**config.mk**
```make
export PLATFORM = sky130hd
export DESIGN_NAME = fp_mul_pipe_param
export DESIGN_NICKNAME = d
export VERILOG_FILES = /design/src/rtl/fp_mul_pipe_param.sv
export SDC_FILE = /design/constraint.sdc
export NUM_CORES = 1
export LEC_CHECK = 0
export ABC_CLOCK_PERIOD_IN_PS = 4850
export BUFFER_PORTS_ARGS = -buffer_cell sky130_fd_sc_hd__buf_2
export CORE_MARGIN = 10
export CORE_UTILIZATION = 54
export CTS_BUF_LIST = sky130_fd_sc_hd__clkbuf_16
export DETAILED_ROUTE_END_ITERATION = 10
export HOLD_SLACK_MARGIN = 0.05
export PLACE_DENSITY = 0.8
export SLEW_MARGIN = 10
export SYNTH_ARGS = -nofsm -noshare
export SYNTH_HDL_FRONTEND = slang
export SYNTH_SLANG_ARGS = --single-unit
```
**constraint.sdc**
```tcl
create_clock -name clk -period 4.85 [get_ports clk]
set_input_delay 1.2125 -clock clk [delete_from_list [all_inputs] [get_ports clk]]
set_output_delay 1.2125 -clock clk [all_outputs]
set_load 0.05 [all_outputs]
```
**src/rtl/fp_mul_pipe_param.sv**
```systemverilog
// fp_mul_pipe_param
//   Three-stage pipelined floating-point multiplier, generic in exponent and
//   mantissa width. It has valid/ready flow control, a sideband tag, and
//   round-to-nearest-even. Overflow saturates to infinity, and the multiplier
//   reports exception flags. Subnormal inputs and results flush to zero.
//
//   Stages:
//     S1  unpack / classify operands
//     S2  multiply mantissas, add exponents, resolve special operands
//     S3  normalise, round, detect range errors, pack (this is the output register)
//
// Ports
//   clk, rst_n          clock, asynchronous active-low reset
//   in_a, in_b          operands {sign, exp, man}
//   in_tag              sideband tag carried with the pair
//   in_valid/in_ready   input handshake
//   out_z               product
//   out_tag             tag belonging to out_z
//   out_flags           {invalid, overflow, underflow, inexact}
//   out_valid/out_ready output handshake
module fp_mul_pipe_param #(
  parameter int EXP_W = 8,
  parameter int MAN_W = 7,
  parameter int TAG_W = 4
) (
  input  logic                   clk,
  input  logic                   rst_n,
  input  logic [EXP_W+MAN_W:0]   in_a,
  input  logic [EXP_W+MAN_W:0]   in_b,
  input  logic [TAG_W-1:0]       in_tag,
  input  logic                   in_valid,
  output logic                   in_ready,
  output logic [EXP_W+MAN_W:0]   out_z,
  output logic [TAG_W-1:0]       out_tag,
  output logic [3:0]             out_flags,
  output logic                   out_valid,
  input  logic                   out_ready
);

  localparam int W      = 1 + EXP_W + MAN_W;
  localparam int MW     = MAN_W + 1;          // mantissa with hidden bit
  localparam int PW     = 2 * MW;             // full product width
  localparam int XW     = EXP_W + 2;          // signed working exponent
  localparam int STAGES = 3;

  localparam logic signed [XW-1:0] BIAS    = XW'((1 << (EXP_W-1)) - 1);
  localparam logic signed [XW-1:0] EXP_MAX = XW'((1 << EXP_W) - 1);
  localparam logic [W-1:0]         QNAN    = {1'b0, {EXP_W{1'b1}}, 1'b1, {(MAN_W-1){1'b0}}};

  typedef struct packed {
    logic             sign;
    logic             a_nan, a_inf, a_zero;
    logic             b_nan, b_inf, b_zero;
    logic [EXP_W-1:0] ea, eb;
    logic [MW-1:0]    ma, mb;
    logic [TAG_W-1:0] tag;
  } s1_t;

  typedef struct packed {
    logic                 sign;
    logic                 special;     // result already final, skip rounding
    logic [W-1:0]         spec_z;
    logic [3:0]           spec_flags;
    logic signed [XW-1:0] exp;
    logic [PW-1:0]        prod;
    logic [TAG_W-1:0]     tag;
  } s2_t;

  logic [STAGES:1] vld_pipe;
  logic            load1, load2, load3;
  s1_t             s1_d, s1_q;
  s2_t             s2_d, s2_q;
  logic [W-1:0]    z3;
  logic [3:0]      f3;

  // A stage accepts new data when it is empty or when its occupant moves on
  // this cycle. This lets bubbles collapse under backpressure.
  assign load3     = !vld_pipe[3] || out_ready;
  assign load2     = !vld_pipe[2] || load3;
  assign load1     = !vld_pipe[1] || load2;
  assign in_ready  = load1;
  assign out_valid = vld_pipe[3];

  // ---------------- S1: unpack / classify ----------------
  always_comb begin
    s1_d        = '0;
    s1_d.sign   = in_a[W-1] ^ in_b[W-1];
    s1_d.ea     = in_a[W-2 -: EXP_W];
    s1_d.eb     = in_b[W-2 -: EXP_W];
    s1_d.a_nan  = (&s1_d.ea) &&  (|in_a[MAN_W-1:0]);
    s1_d.a_inf  = (&s1_d.ea) && !(|in_a[MAN_W-1:0]);
    s1_d.a_zero = ~|s1_d.ea;          // subnormals count as zero
    s1_d.b_nan  = (&s1_d.eb) &&  (|in_b[MAN_W-1:0]);
    s1_d.b_inf  = (&s1_d.eb) && !(|in_b[MAN_W-1:0]);
    s1_d.b_zero = ~|s1_d.eb;
    s1_d.ma     = {1'b1, in_a[MAN_W-1:0]};
    s1_d.mb     = {1'b1, in_b[MAN_W-1:0]};
    s1_d.tag    = in_tag;
  end

  // ---------------- S2: multiply / specials ----------------
  always_comb begin
    s2_d      = '0;
    s2_d.sign = s1_q.sign;
    s2_d.tag  = s1_q.tag;
    s2_d.prod = PW'(s1_q.ma) * PW'(s1_q.mb);
    s2_d.exp  = $signed({2'b00, s1_q.ea}) + $signed({2'b00, s1_q.eb}) - BIAS;
    if (s1_q.a_nan || s1_q.b_nan ||
        (s1_q.a_inf && s1_q.b_zero) || (s1_q.b_inf && s1_q.a_zero)) begin
      s2_d.special    = 1'b1;
      s2_d.spec_z     = QNAN;
      s2_d.spec_flags = 4'b1000;
    end else if (s1_q.a_inf || s1_q.b_inf) begin
      s2_d.special = 1'b1;
      s2_d.spec_z  = {s1_q.sign, {EXP_W{1'b1}}, {MAN_W{1'b0}}};
    end else if (s1_q.a_zero || s1_q.b_zero) begin
      s2_d.special = 1'b1;
      s2_d.spec_z  = {s1_q.sign, {(W-1){1'b0}}};
    end
  end

  // ---------------- S3: normalise / round / pack ----------------
  // The product of two [1,2) mantissas lies in [1,4). Only the fraction
  // below the leading one is kept. A carry out of the rounded fraction means
  // the mantissa wrapped to 1.000..0, so it only bumps the exponent.
  logic                 msb;
  logic [PW-2:0]        frac_all;
  logic [MAN_W-1:0]     frac;
  logic                 guard, sticky, inc;
  logic [MAN_W:0]       frac_r;
  logic signed [XW-1:0] e_fin;

  always_comb begin
    msb      = s2_q.prod[PW-1];
    frac_all = msb ? s2_q.prod[PW-2:0] : {s2_q.prod[PW-3:0], 1'b0};
    frac     = frac_all[PW-2 -: MAN_W];
    guard    = frac_all[MAN_W];
    sticky   = |frac_all[MAN_W-1:0];
    inc      = guard && (sticky || frac[0]);
    frac_r   = {1'b0, frac} + (MAN_W+1)'(inc);
    e_fin    = s2_q.exp + XW'(msb) + XW'(frac_r[MAN_W]);
    z3       = '0;
    f3       = '0;
    if (s2_q.special) begin
      z3 = s2_q.spec_z;
      f3 = s2_q.spec_flags;
    end else if (e_fin >= EXP_MAX) begin
      z3 = {s2_q.sign, {EXP_W{1'b1}}, {MAN_W{1'b0}}};
      f3 = 4'b0101;
    end else if (e_fin <= 0) begin
      z3 = {s2_q.sign, {(W-1){1'b0}}};
      f3 = 4'b0011;
    end else begin
      z3 = {s2_q.sign, e_fin[EXP_W-1:0], frac_r[MAN_W-1:0]};
      f3 = {3'b000, guard || sticky};
    end
  end

  // ---------------- state ----------------
  always_ff @(posedge clk or negedge rst_n) begin
    if (!rst_n) begin
      vld_pipe  <= '0;
      out_z     <= '0;
      out_tag   <= '0;
      out_flags <= '0;
    end else begin
      if (load1) vld_pipe[1] <= in_valid;
      if (load2) vld_pipe[2] <= vld_pipe[1];
      if (load3) vld_pipe[3] <= vld_pipe[2];
      if (load3 && vld_pipe[2]) begin
        out_z     <= z3;
        out_tag   <= s2_q.tag;
        out_flags <= f3;
      end
    end
  end

  // Datapath registers only move with a valid occupant. Their contents are
  // meaningless while the matching valid bit is low, so they need no reset.
  always_ff @(posedge clk) begin
    if (load1 && in_valid)    s1_q <= s1_d;
    if (load2 && vld_pipe[1]) s2_q <= s2_d;
  end

endmodule

```
Word level (Yosys, flattened, before mapping) --
Cells that the tools add are included.
Cells by class: bitwise gates (word level) 1, order comparisons 2, mux-type cells 10, $add $sub $neg 5, $mul 1, reduce and logical (&&, ||, !) cells 35
Operators by type and width (count):
- $mux W15 | 3
- $mux W16 | 2
- $reduce_or A7 Y1 | 3
- $add A10 B1 Y10 | 2
- $mux W17 | 1
- $mul A8 B8 Y16 | 1
- $reduce_and A8 Y1 | 2
- $reduce_or A8 Y1 | 2
- $ge A10 B9 Y1 const B | 1
- $le A10 B1 Y1 const B | 1
- $logic_and A1 B1 Y1 | 10
- $logic_or A1 B1 Y1 | 10
- $sub A9 B7 Y10 const B | 1
- $add A8 B8 Y9 | 1
- $add A7 B1 Y8 | 1
- $mux W4 | 2
- $logic_not A1 Y1 | 7
- $mux W3 | 1
- $mux W2 | 1
- $reduce_or A2 Y1 | 1
- $xor A1 B1 Y1 | 1
Word-level totals: register bits 120, output and inout bits 26, logic and storage cells 80, input port bits 40

Logic depth before layout (Yosys ltp) --
Gate-level depths: netlist (run 1).
depth in word-level cells 10, gate-level depth with buffers 17, depth with buffers taken out 17

Worst setup path before layout (run 1) --
No wires, ideal clock.
kind reg2reg, from register s1_q[10] (netlist bit), to register s2_q[18] (netlist bit) (data pin), period minus slack after synthesis 4.565 ns, stages on the path, launching flop included 17, data arrival time 4.308 ns, buffers on the path 0, slack 0.285 ns, required time 4.592 ns, library setup time 0.258 ns, cell sequence edfxtp_1 -> and2_1 -> fa_1 -> inv_1 -> fa_1 -> inv_1 -> fa_1 -> inv_1 -> fa_1 -> inv_1 -> ha_1 -> a21oi_1 -> nand2_1 -> a221o_1 -> a41o_1 -> o22ai_1 -> xnor2_1
RTL lines:
- from (decl) | line 71 | s1_t s1_d, s1_q;
- from (signal assigned) | line 181 | if (load1 && in_valid) s1_q <= s1_d;
- to (signal assigned) | line 182 | if (load2 && vld_pipe[1]) s2_q <= s2_d;
- to (decl) | line 72 | s2_t s2_d, s2_q;

==> results of run 1 <==
==> area by class of cell <==
cell class / instances / area (sq um) / share of cell area [%]
multi-input combinational: 383 / 3220 / 43.6
sequential: 104 / 2990 / 40.5
timing repair buffer: 76 / 408 / 5.53
inverter: 68 / 255 / 3.46
clock buffer: 9 / 225 / 3.05
tap: 147 / 184 / 2.49
clock inverter: 7 / 96.3 / 1.31
==> worst max path at each step <==
stage                     startpoint        to  slack, ps  depth (start not counted)
after floorplan             s1_q[10]  s2_q[18]        280                         16
after global placement      s1_q[13]  s2_q[18]        240                         16
after detailed placement    s1_q[13]  s2_q[18]        130                         16
after CTS                   s1_q[13]  s2_q[18]        130                         16
after global routing        s1_q[15]  s2_q[18]          7                         16
final                       s1_q[13]  s2_q[18]        230                         16
==> worst reg2reg max path, delay by kind of cell (launching register included) <==
kind | cells | cell delay [ps]
AND/OR/NAND/NOR | 2 | 260
XOR/XNOR | 1 | 90
adder cells (fa/ha/maj) | 5 | 2430
flip-flops | 1 | 450
buffers and inverters | 4 | 230
AO/OA/AOI/OAI | 4 | 950
==> power by group <==
group,switching (uW),internal (uW)
clock,310,454
combinational,798,574
sequential,123,1170
==> metal layers <==
metal  vias to the layer above  GRT usage, %
li1                       2107             -
met1                      2075          19.0
met2                        74          28.0
met3                        10          3.41
met4                         0          4.37
met5                         -             0
==> timing repair <==
item | in CTS | in global routing
setup endpoints to repair | 0 | 2
setup buffers | 0 | 4
hold buffers | 0 | 0
endpoints found under the hold margin | 0 | 0
gates resized for setup | 0 | 2
==> state kept, by name, summed over array words and instances (netlist names) <==
register and count:
s2_q 35, out_z 16, msb 1, s1_q 41
out_flags 4, out_tag 4, vld_pipe 3
==> kinds of logic after synthesis <==
| group | after synthesis | synth area share, % |
|---|---|---|
| XOR/XNOR | 32 | 4.31 |
| adder cells (fa/ha/maj) | 89 | 21.5 |
| AND/OR/NAND/NOR | 190 | 15.1 |
| AO/OA/AOI/OAI | 66 | 7.41 |
| buffers and inverters | 77 | 4.68 |
| multiplexers | 6 | 0.962 |
| flip-flops | 104 | 46.0 |
==> through the flow <==
step                util (%)  instances  hold slack, ps  cell area, sq um
floorplan                  -        564             400              6500
global placement        58.9        774             401              7010
detailed placement      58.9        774             405              7010
CTS                     61.6        790             421              7340
global route            61.9        794             428              7370
finish                  61.9        794             420              7370
==> cells in the final DEF, fill, tap and decap left out, types with 2 or more instances in the layout <==
cell type / Yosys / routed
mux2_2: 2 / 2
nand4_1: 4 / 4
and3_1: 7 / 7
edfxtp_1: 77 / 77
buf_2: 3 / 65
nor3b_1: 2 / 2
xnor2_1: 20 / 20
clkbuf_16: 0 / 9
mux2i_1: 4 / 4
a21boi_0: 2 / 2
and2_1: 32 / 31
a21oi_1: 18 / 17
o22ai_1: 3 / 3
nor4_1: 5 / 5
nor2b_1: 12 / 12
a21o_1: 3 / 3
xor2_1: 12 / 12
or3_1: 3 / 3
o211ai_1: 5 / 5
or4_1: 4 / 4
fa_1: 38 / 38
bufinv_16: 0 / 2
nor3_1: 9 / 9
inv_1: 68 / 69
a211oi_1: 3 / 3
o21ai_0: 7 / 7
nand2b_1: 10 / 10
a221o_1: 3 / 3
o21a_1: 3 / 3
dfrtp_1: 27 / 27
buf_4: 1 / 11
a211o_1: 2 / 2
nand3_1: 17 / 17
and4_1: 2 / 2
a22o_1: 6 / 6
ha_1: 51 / 50
nand2_1: 53 / 53
nor2_1: 25 / 25
==> impl_metrics.toml, run 1 <==
[floorplanning]
die_w_um = 130
die_y_um = 130
core_area_sq_um = 11900
fp.dieArea_sq_um = 16800
rows = 40
io_pins = 66
start_util_pct = 54.6

[routing]
maxUsedRoutingLayer = "met4"
detail-route-antenna-nets = 0
wl_per_cell_um = 16.3
vias = 4266
drt-pass1-iter-count = 4
met2RoutedLength_um = 6630
drc = 0
met1Wirelength_um = 5670
drtIter0Drc = 158
met3WireLength_um = 503
viasPerCell = 5.37
finalWirelength_um = 12900

[pwr]
finalPower_uw = 3430
ir_drop_mv = 0.201
power.density_nw_per_um2 = 465
power_leakage_uw = 0.00327

[grt]
grt_pass1_wl_um = 21300
grt_max_degree = 42
grt_pass1_vias = 4467
antenna_found_initial = 0
grt.total_usage_pct = 15.8
overflow = 0

[setup_path]
crit_type = "register to register"
worst-path-max-fanout = 6
crit_required_ps = 4940
crit-reg2reg-capture = "s2_q[18]"
ff2ff_path_depth = 16
slowest_delay_ps = 540
critPathSlowestCell = "fa_1"
crit_family = "adder cells"
reg2reg_slack_ps = 230
path_buf_inv = 4
worst_setup_path_start_kind = "register"
crit_chain = "and2_1 -> fa_1 -> inv_1 -> fa_1 -> inv_1 -> fa_1 -> inv_1 -> fa_1 -> inv_1 -> ha_2 -> a21oi_2 -> nand2_1 -> a221o_1 -> a41o_1 -> o22ai_1 -> xnor2_1"
crit_arrival_ps = 4720
cp-end-kind = "register"
worstReg2RegStart = "s1_q[13]"

[synth]
synth_flop_cell = "edfxtp_1"
yosysMostFrequentCell = "edfxtp_1"
ys_types = 54
yosysSeqAreaShare_pct = 46.0
ys_top_cells_by_area = "edfxtp_1 36%, fa_1 12%, dfrtp_1 10%"
netlist_top_cells_count = "77 x edfxtp_1, 68 x inv_1, 53 x nand2_1"
yosysWarningCount = 0
synth_top_area_share_pct = 35.6
synth.cell_area_sq_um = 6500
async_reset_ff_share_pct = 26.0
synth-seq-cells = 104
synth_edf_count = 77
syn_area_per_cell_sq_um = 11.5
synthCells = 564
yosysTopAreaCell = "edfxtp_1"
syn_nets = 693

[timing]
fin_tns_setup_ps = 0
worst_slack_ps = 225
rsz0062_at_grt = "false"
setup_viol = 0
finalHoldViolations = 0
fin_skew_ps = 5.88
finalCritPeriodShare_pct = 95.4
max-slew-margin-rel_pct = 35.1
fmax_mhz = 216
period_needed_ps = 4620
tightest_slew_ps = 974
slew_viol_final = 0

[cts]
path_clk_slew_ps = 70
clock_path_buffers = 2
clockRootBuffer = "clkbuf_16"
cts_sinks = 104
cts_max_level = 3
cts_made_buffers = 9
insertion_delay_ps = 340
cts_tree = "done"

[worst_hold_path]
worstHoldStart = "s1_q[1]"
whs_path_depth = 0
hold_class = "register to register"
holdPathEnd = "s2_q[1]"

[place]
dpl_worst_slack_ps = 128
place_hpwl_um = 10500
place_congestion = 0.902
port_buffers = 65

[job]
max-cap-violations = 0

[cells_and_area]
areaGrowthSynthToFinish_pct = 13.4
fillCellCount = 978
antennaDiodeCount = 0
nets = 771
drive_gt1_share_pct = 15.6

[outcome]
outcome = "complete, no violations"
No activity file was read; power rests on OpenSTA's default activity.
==> inputs of run 2 (changes only) <==
--- a/config.mk
+++ b/config.mk
@@ -13,6 +13,7 @@
 export DETAILED_ROUTE_END_ITERATION = 10
 export HOLD_SLACK_MARGIN = 0.05
 export PLACE_DENSITY = 0.8
+export REMOVE_ABC_BUFFERS = 1
 export SLEW_MARGIN = 10
 export SYNTH_ARGS = -nofsm -noshare
 export SYNTH_HDL_FRONTEND = slang
==> constraint.sdc (replaced) <==
create_clock -name clk -period 4.85 [get_ports clk]
set_input_delay 0.485 -clock clk [delete_from_list [all_inputs] [get_ports clk]]
set_output_delay 0.485 -clock clk [all_outputs]
set_load 0.05 [all_outputs]
==> run 2 against run 1 <==
Effect of this change:
- power fell by 4.2%
- sequential share of layout area rose by 0.26 points
- combinational power fell by 3%
- first-iteration DRC count rose by 49%
- critical path depth did not move
- setup slack got worse by 18 ps
- utilization fell by 0.40 points
- routed wire length fell by 6.4%
- register-to-register slack got worse by 20 ps
- worst hold slack got worse by 300 ps
- critical path type unchanged
- clock skew fell by 1.4 ps
- highest routed layer unchanged
- via count fell by 1.2%
==> impl_metrics.toml, run 2 (synthesized netlist as in run 1, its figures left out) <==
[floorplanning]
die_y_um = 130
io_pins = 66
die_w_um = 130
fp.dieArea_sq_um = 16800
start_util_pct = 54.6
rows = 40
core_area_sq_um = 11900

[setup_path]
crit_arrival_ps = 4740
worst-path-max-fanout = 6
crit_required_ps = 4950
cp-end-kind = "register"
crit_type = "register to register"
worst_setup_path_start_kind = "register"

[grt]
grt.total_usage_pct = 15.1
overflow = 0
antenna_found_initial = 0
grt_pass1_wl_um = 20200
grt_max_degree = 42
grt_pass1_vias = 4335

[outcome]
outcome = "complete, no violations"

[place]
place_hpwl_um = 9760
port_buffers = 65
place_congestion = 0.893

[cells_and_area]
areaGrowthSynthToFinish_pct = 12.7
antennaDiodeCount = 0
largest_reg_flops = 41
drive_gt1_share_pct = 15.6
layout_common_cells = "77 x edfxtp_1, 69 x inv_1, 65 x buf_2, 53 x nand2_1, 51 x ha_1"
reg_top3 = "s1_q: 41 flops, s2_q: 35 flops, out_z: 16 flops"
final_common_cell = "edfxtp_1"
nets = 772
fillCellCount = 947
top_register = "s1_q"

[pwr]
finalPower_uw = 3280
p_seq_share_pct = 39.3
cellInternalPower_uw = 2080
pwr-share-clk_pct = 20.2
p_switching_uw = 1200
power_leakage_uw = 0.00326
power.density_nw_per_um2 = 448
ir_drop_mv = 0.219
switching_share_pct = 36.6
power_frac_comb_pct = 40.6

[timing]
period_needed_ps = 4640
max-slew-margin-rel_pct = 35.6
fmax_mhz = 215
slew_viol_final = 0
rsz0062_at_grt = "false"
tightest_slew_ps = 965
fin_tns_setup_ps = 0
fin_skew_ps = 4.47
finalHoldViolations = 0
whs_ps = 122
finalCritPeriodShare_pct = 95.7
setup_viol = 0

[worst_hold_path]
hold_class = "input pin to async pin"

[routing]
wl_per_cell_um = 15.2
finalWirelength_um = 12100
drt-pass1-iter-count = 5
drtIter0Drc = 236
vias = 4214
drc = 0
detail-route-antenna-nets = 0
viasPerCell = 5.30

[job]
max-cap-violations = 0

[cts]
cts_made_buffers = 9
cts_tree = "done"
clockRootBuffer = "clkbuf_16"
path_clk_slew_ps = 70
cts_sinks = 104
insertion_delay_ps = 350
cts_max_level = 3
clock_path_buffers = 2
run 2: timing repair:
action,in CTS,in global routing
setup buffers,0,5
endpoints found under the hold margin,0,0
gates resized for setup,0,1
setup endpoints to repair,0,2
hold buffers,0,0
run 2: path summary, 6_finish.rpt:
| check | start | endpoint | slack [ps] | depth (start not counted) |
|---|---|---|---|---|
| worst max-delay path | s1_q[13] | s2_q[18] | 210 | 16 |
| worst min-delay path | rst_n | out_tag[1] | 120 | 1 |
| worst max register to register | s1_q[13] | s2_q[18] | 210 | 16 |
| worst min register to register | s1_q[0] | s2_q[0] | 420 | 0 |
| max in group asynchronous | rst_n | out_z[8] | 4350 | 1 |
| min in group clk | in_tag[2] | s1_q[2] | 310 | 1 |
run 2: per-stage QoR:
| stage | std cells | util [%] | instance area (sq um) | setup WS, ps |
|---|---|---|---|---|
| finish | 795 | 61.5 | 7320 | 207 |
| global route | 795 | 61.5 | 7320 | 18.6 |
| CTS | 790 | 61.1 | 7280 | 136 |
| detailed placement | 774 | 58.9 | 7010 | 149 |
| global placement | 774 | 58.9 | 7010 | 246 |
| floorplan | 555 | - | 6450 | 285 |
run 2: power groups by stage:
stage | Combinational (uW) | Clock, uW | Sequential (uW)
after floorplan | 942 | 0 | 1390
after global placement | 1290 | 0 | 1300
after detailed placement | 1330 | 0 | 1310
after CTS | 1340 | 678 | 1290
after global routing | 1530 | 720 | 1310
final | 1330 | 662 | 1290
run 2: per-layer routing:
layer	routed length [um]	GRT usage [%]	vias up
met5	0	0	-
met4	144	4.63	0
met3	718	4.83	11
met2	5720	24.6	91
met1	5530	18.9	1999
li1	-	-	2113
run 2: cell type report:
type | instances | area, sq um | area share, %
multi-input combinational | 383 | 3210 | 43.9
sequential | 104 | 2990 | 40.8
timing repair buffer | 77 | 415 | 5.67
inverter | 68 | 255 | 3.48
clock buffer | 9 | 225 | 3.07
tap | 147 | 184 | 2.51
clock inverter | 7 | 43.8 | 0.598
run 2: critical path: stages, from the launching register on:
cell	delay, ps
edfxtp_1	440
and2_1	180
fa_1	500
inv_1	50
fa_1	520
inv_1	50
fa_1	520
inv_1	50
fa_1	520
inv_1	40
ha_1	370
a21oi_2	190
nand2_1	80
a221o_1	360
a41o_1	260
o22ai_1	160
xnor2_1	80
==> inputs of run 3 (changes only) <==
--- a/config.mk
+++ b/config.mk
@@ -7,14 +7,16 @@
 export LEC_CHECK = 0
 export ABC_CLOCK_PERIOD_IN_PS = 4850
 export BUFFER_PORTS_ARGS = -buffer_cell sky130_fd_sc_hd__buf_2
+export CELL_PAD_IN_SITES_DETAIL_PLACEMENT = 0
+export CELL_PAD_IN_SITES_GLOBAL_PLACEMENT = 2
 export CORE_MARGIN = 10
-export CORE_UTILIZATION = 54
+export CORE_UTILIZATION = 36
 export CTS_BUF_LIST = sky130_fd_sc_hd__clkbuf_16
 export DETAILED_ROUTE_END_ITERATION = 10
 export HOLD_SLACK_MARGIN = 0.05
-export PLACE_DENSITY = 0.8
+export MAX_ROUTING_LAYER = met4
+export PLACE_DENSITY = 0.79
 export REMOVE_ABC_BUFFERS = 1
-export SLEW_MARGIN = 10
 export SYNTH_ARGS = -nofsm -noshare
 export SYNTH_HDL_FRONTEND = slang
 export SYNTH_SLANG_ARGS = --single-unit
==> run 3 against run 2 <==
Effect of this change:
- setup slack better by 68 ps
- global-route usage fell by 3.9 points
- cell area grew 1.6%
- cell count up 10%
- routed wire length increased by 4.6%
- clock skew increased by 3.6 ps
- combinational power barely moved
- clock power is 6.5% higher
- sequential share of layout area down 0.66 points
- largest cell class unchanged
- largest power group unchanged
==> impl_metrics.toml, run 3 (synthesized netlist as in run 1, its figures left out) <==
[timing]
fin_tns_setup_ps = 0
fmax_mhz = 219
max-slew-margin-rel_pct = 33.1
tightest_slew_ps = 1000
rsz0062_at_grt = "false"
period_needed_ps = 4570
setup_viol = 0
finalCritPeriodShare_pct = 94.3
finalHoldViolations = 0
slew_viol_final = 0
fin_skew_ps = 8.07

[cells_and_area]
antennaDiodeCount = 0
areaGrowthSynthToFinish_pct = 14.5
reg_top3 = "s1_q: 41 flops, s2_q: 35 flops, out_z: 16 flops"
final_common_cell = "edfxtp_1"
fillCellCount = 1707
drive_gt1_share_pct = 15.7
final_area_sq_um = 7440
top_register = "s1_q"
largest_reg_flops = 41
layout_common_cells = "77 x edfxtp_1, 68 x inv_1, 65 x buf_2, 53 x nand2_1, 50 x ha_1"
nets = 772

[cts]
hold_buffers = 0
cts_sinks = 104
cts_tree = "done"
clockRootBuffer = "clkbuf_16"
insertion_delay_ps = 350
clock_path_buffers = 2
cts_max_level = 3
cts_made_buffers = 9
path_clk_slew_ps = 70

[setup_path]
startpoint = "s1_q[13]"
crit_required_ps = 4950
cp-end-kind = "register"
worstReg2RegStart = "s1_q[13]"
crit_type = "register to register"
worst_setup_path_start_kind = "register"
worst-path-max-fanout = 6
crit_arrival_ps = 4670

[routing]
detail-route-antenna-nets = 0
vias = 4062
drtIter0Drc = 144
drc = 0
viasPerCell = 4.63
finalWirelength_um = 12700
wl_per_cell_um = 14.5
drt-pass1-iter-count = 4

[grt]
grt_pass1_wl_um = 21300
overflow = 0
antenna_found_initial = 0
grt_max_degree = 42
grt_pass1_vias = 4294
grt.total_usage_pct = 11.2

[floorplanning]
start_util_pct = 36.4
die_w_um = 154
rows = 49
die_y_um = 154
fp.dieArea_sq_um = 23800
io_pins = 66
core_area_sq_um = 17800

[place]
place_hpwl_um = 10400
place_congestion = 0.873
port_buffers = 65
detailed_place.area_sq_um = 7120

[worst_hold_path]
hold_class = "input pin to async pin"

[pwr]
cellInternalPower_uw = 2130
switching_share_pct = 35.9
power_frac_comb_pct = 39.9
p_switching_uw = 1190
p_seq_share_pct = 38.8
power.density_nw_per_um2 = 446
power_leakage_uw = 0.00326
pwr-share-clk_pct = 21.3
ir_drop_mv = 0.208

[outcome]
outcome = "complete, no violations"

[job]
max-cap-violations = 0
run 3: changes by cell type in the layout (fill, tap and decap cells not counted), sizes merged:
cell	before	now
clkinv	0	2
clkinvlp	0	1
inv	75	71
bufinv	0	1
run 3: per-layer routing:
layer	wire (um)	vias to the layer above	global-route usage, %
li1	-	2107	-
met1	6350	1877	14.4
met2	5780	69	17.4
met3	393	9	2.50
met4	154	0	3.24
met5	0	-	-
run 3: area by class of cell:
class                      instances  area (sq um)  area share [%]
multi-input combinational        383          3210            43.1
sequential                       104          2990            40.1
timing repair buffer              77           415            5.58
tap                              229           287            3.85
inverter                          68           255            3.43
clock buffer                       9           225            3.03
clock inverter                     7          62.6           0.840
run 3: path summary, 6_finish.rpt:
kind	slack, ps	depth (start not counted)	end
worst max-delay path	280	16	s2_q[18]
worst min-delay path	150	1	out_z[15]
worst max register to register	280	16	s2_q[18]
worst min register to register	420	0	s2_q[2]
max in group asynchronous	4300	1	vld_pipe[2]
min in group clk	310	1	s1_q[1]
run 3: critical path, stage by stage (launching register included):
cell and delay [ps]:
edfxtp_1 410, and2_1 170, fa_1 500, inv_1 50, fa_1 530, inv_1 50, fa_1 530, inv_1 50
fa_1 530, inv_1 40, ha_2 310, a21oi_1 190, nand2_1 70, a221o_1 360, a41o_1 250, o22ai_1 150
xnor2_1 100
run 3: per-stage QoR:
step                      power [uW]  hold WS [ps]  utilization (%)  setup WS, ps  instances
final                           3320           149             41.7           276        877
after global routing            3610           186             41.7          33.2        877
after CTS                       3360           151             41.5           115        872
after detailed placement        2640           411             39.9           118        856
after global placement          2630           406             39.9           222        856
after floorplan                 2330           189                -           285        555
run 3: repair_timing:
action | 4_1_cts | 5_1_grt
buffers inserted | 0 | 5
setup endpoints to repair | 0 | 2
hold endpoints to repair | 0 | 0
gates resized for setup | 0 | 1
run 3: power by group through the flow:
stage | Sequential [uW] | Combinational [uW] | Clock [uW]
final | 1290 | 1320 | 705
after global routing | 1320 | 1540 | 757
after floorplan | 1390 | 942 | 0
after detailed placement | 1310 | 1330 | 0
after global placement | 1300 | 1320 | 0
after CTS | 1290 | 1350 | 727
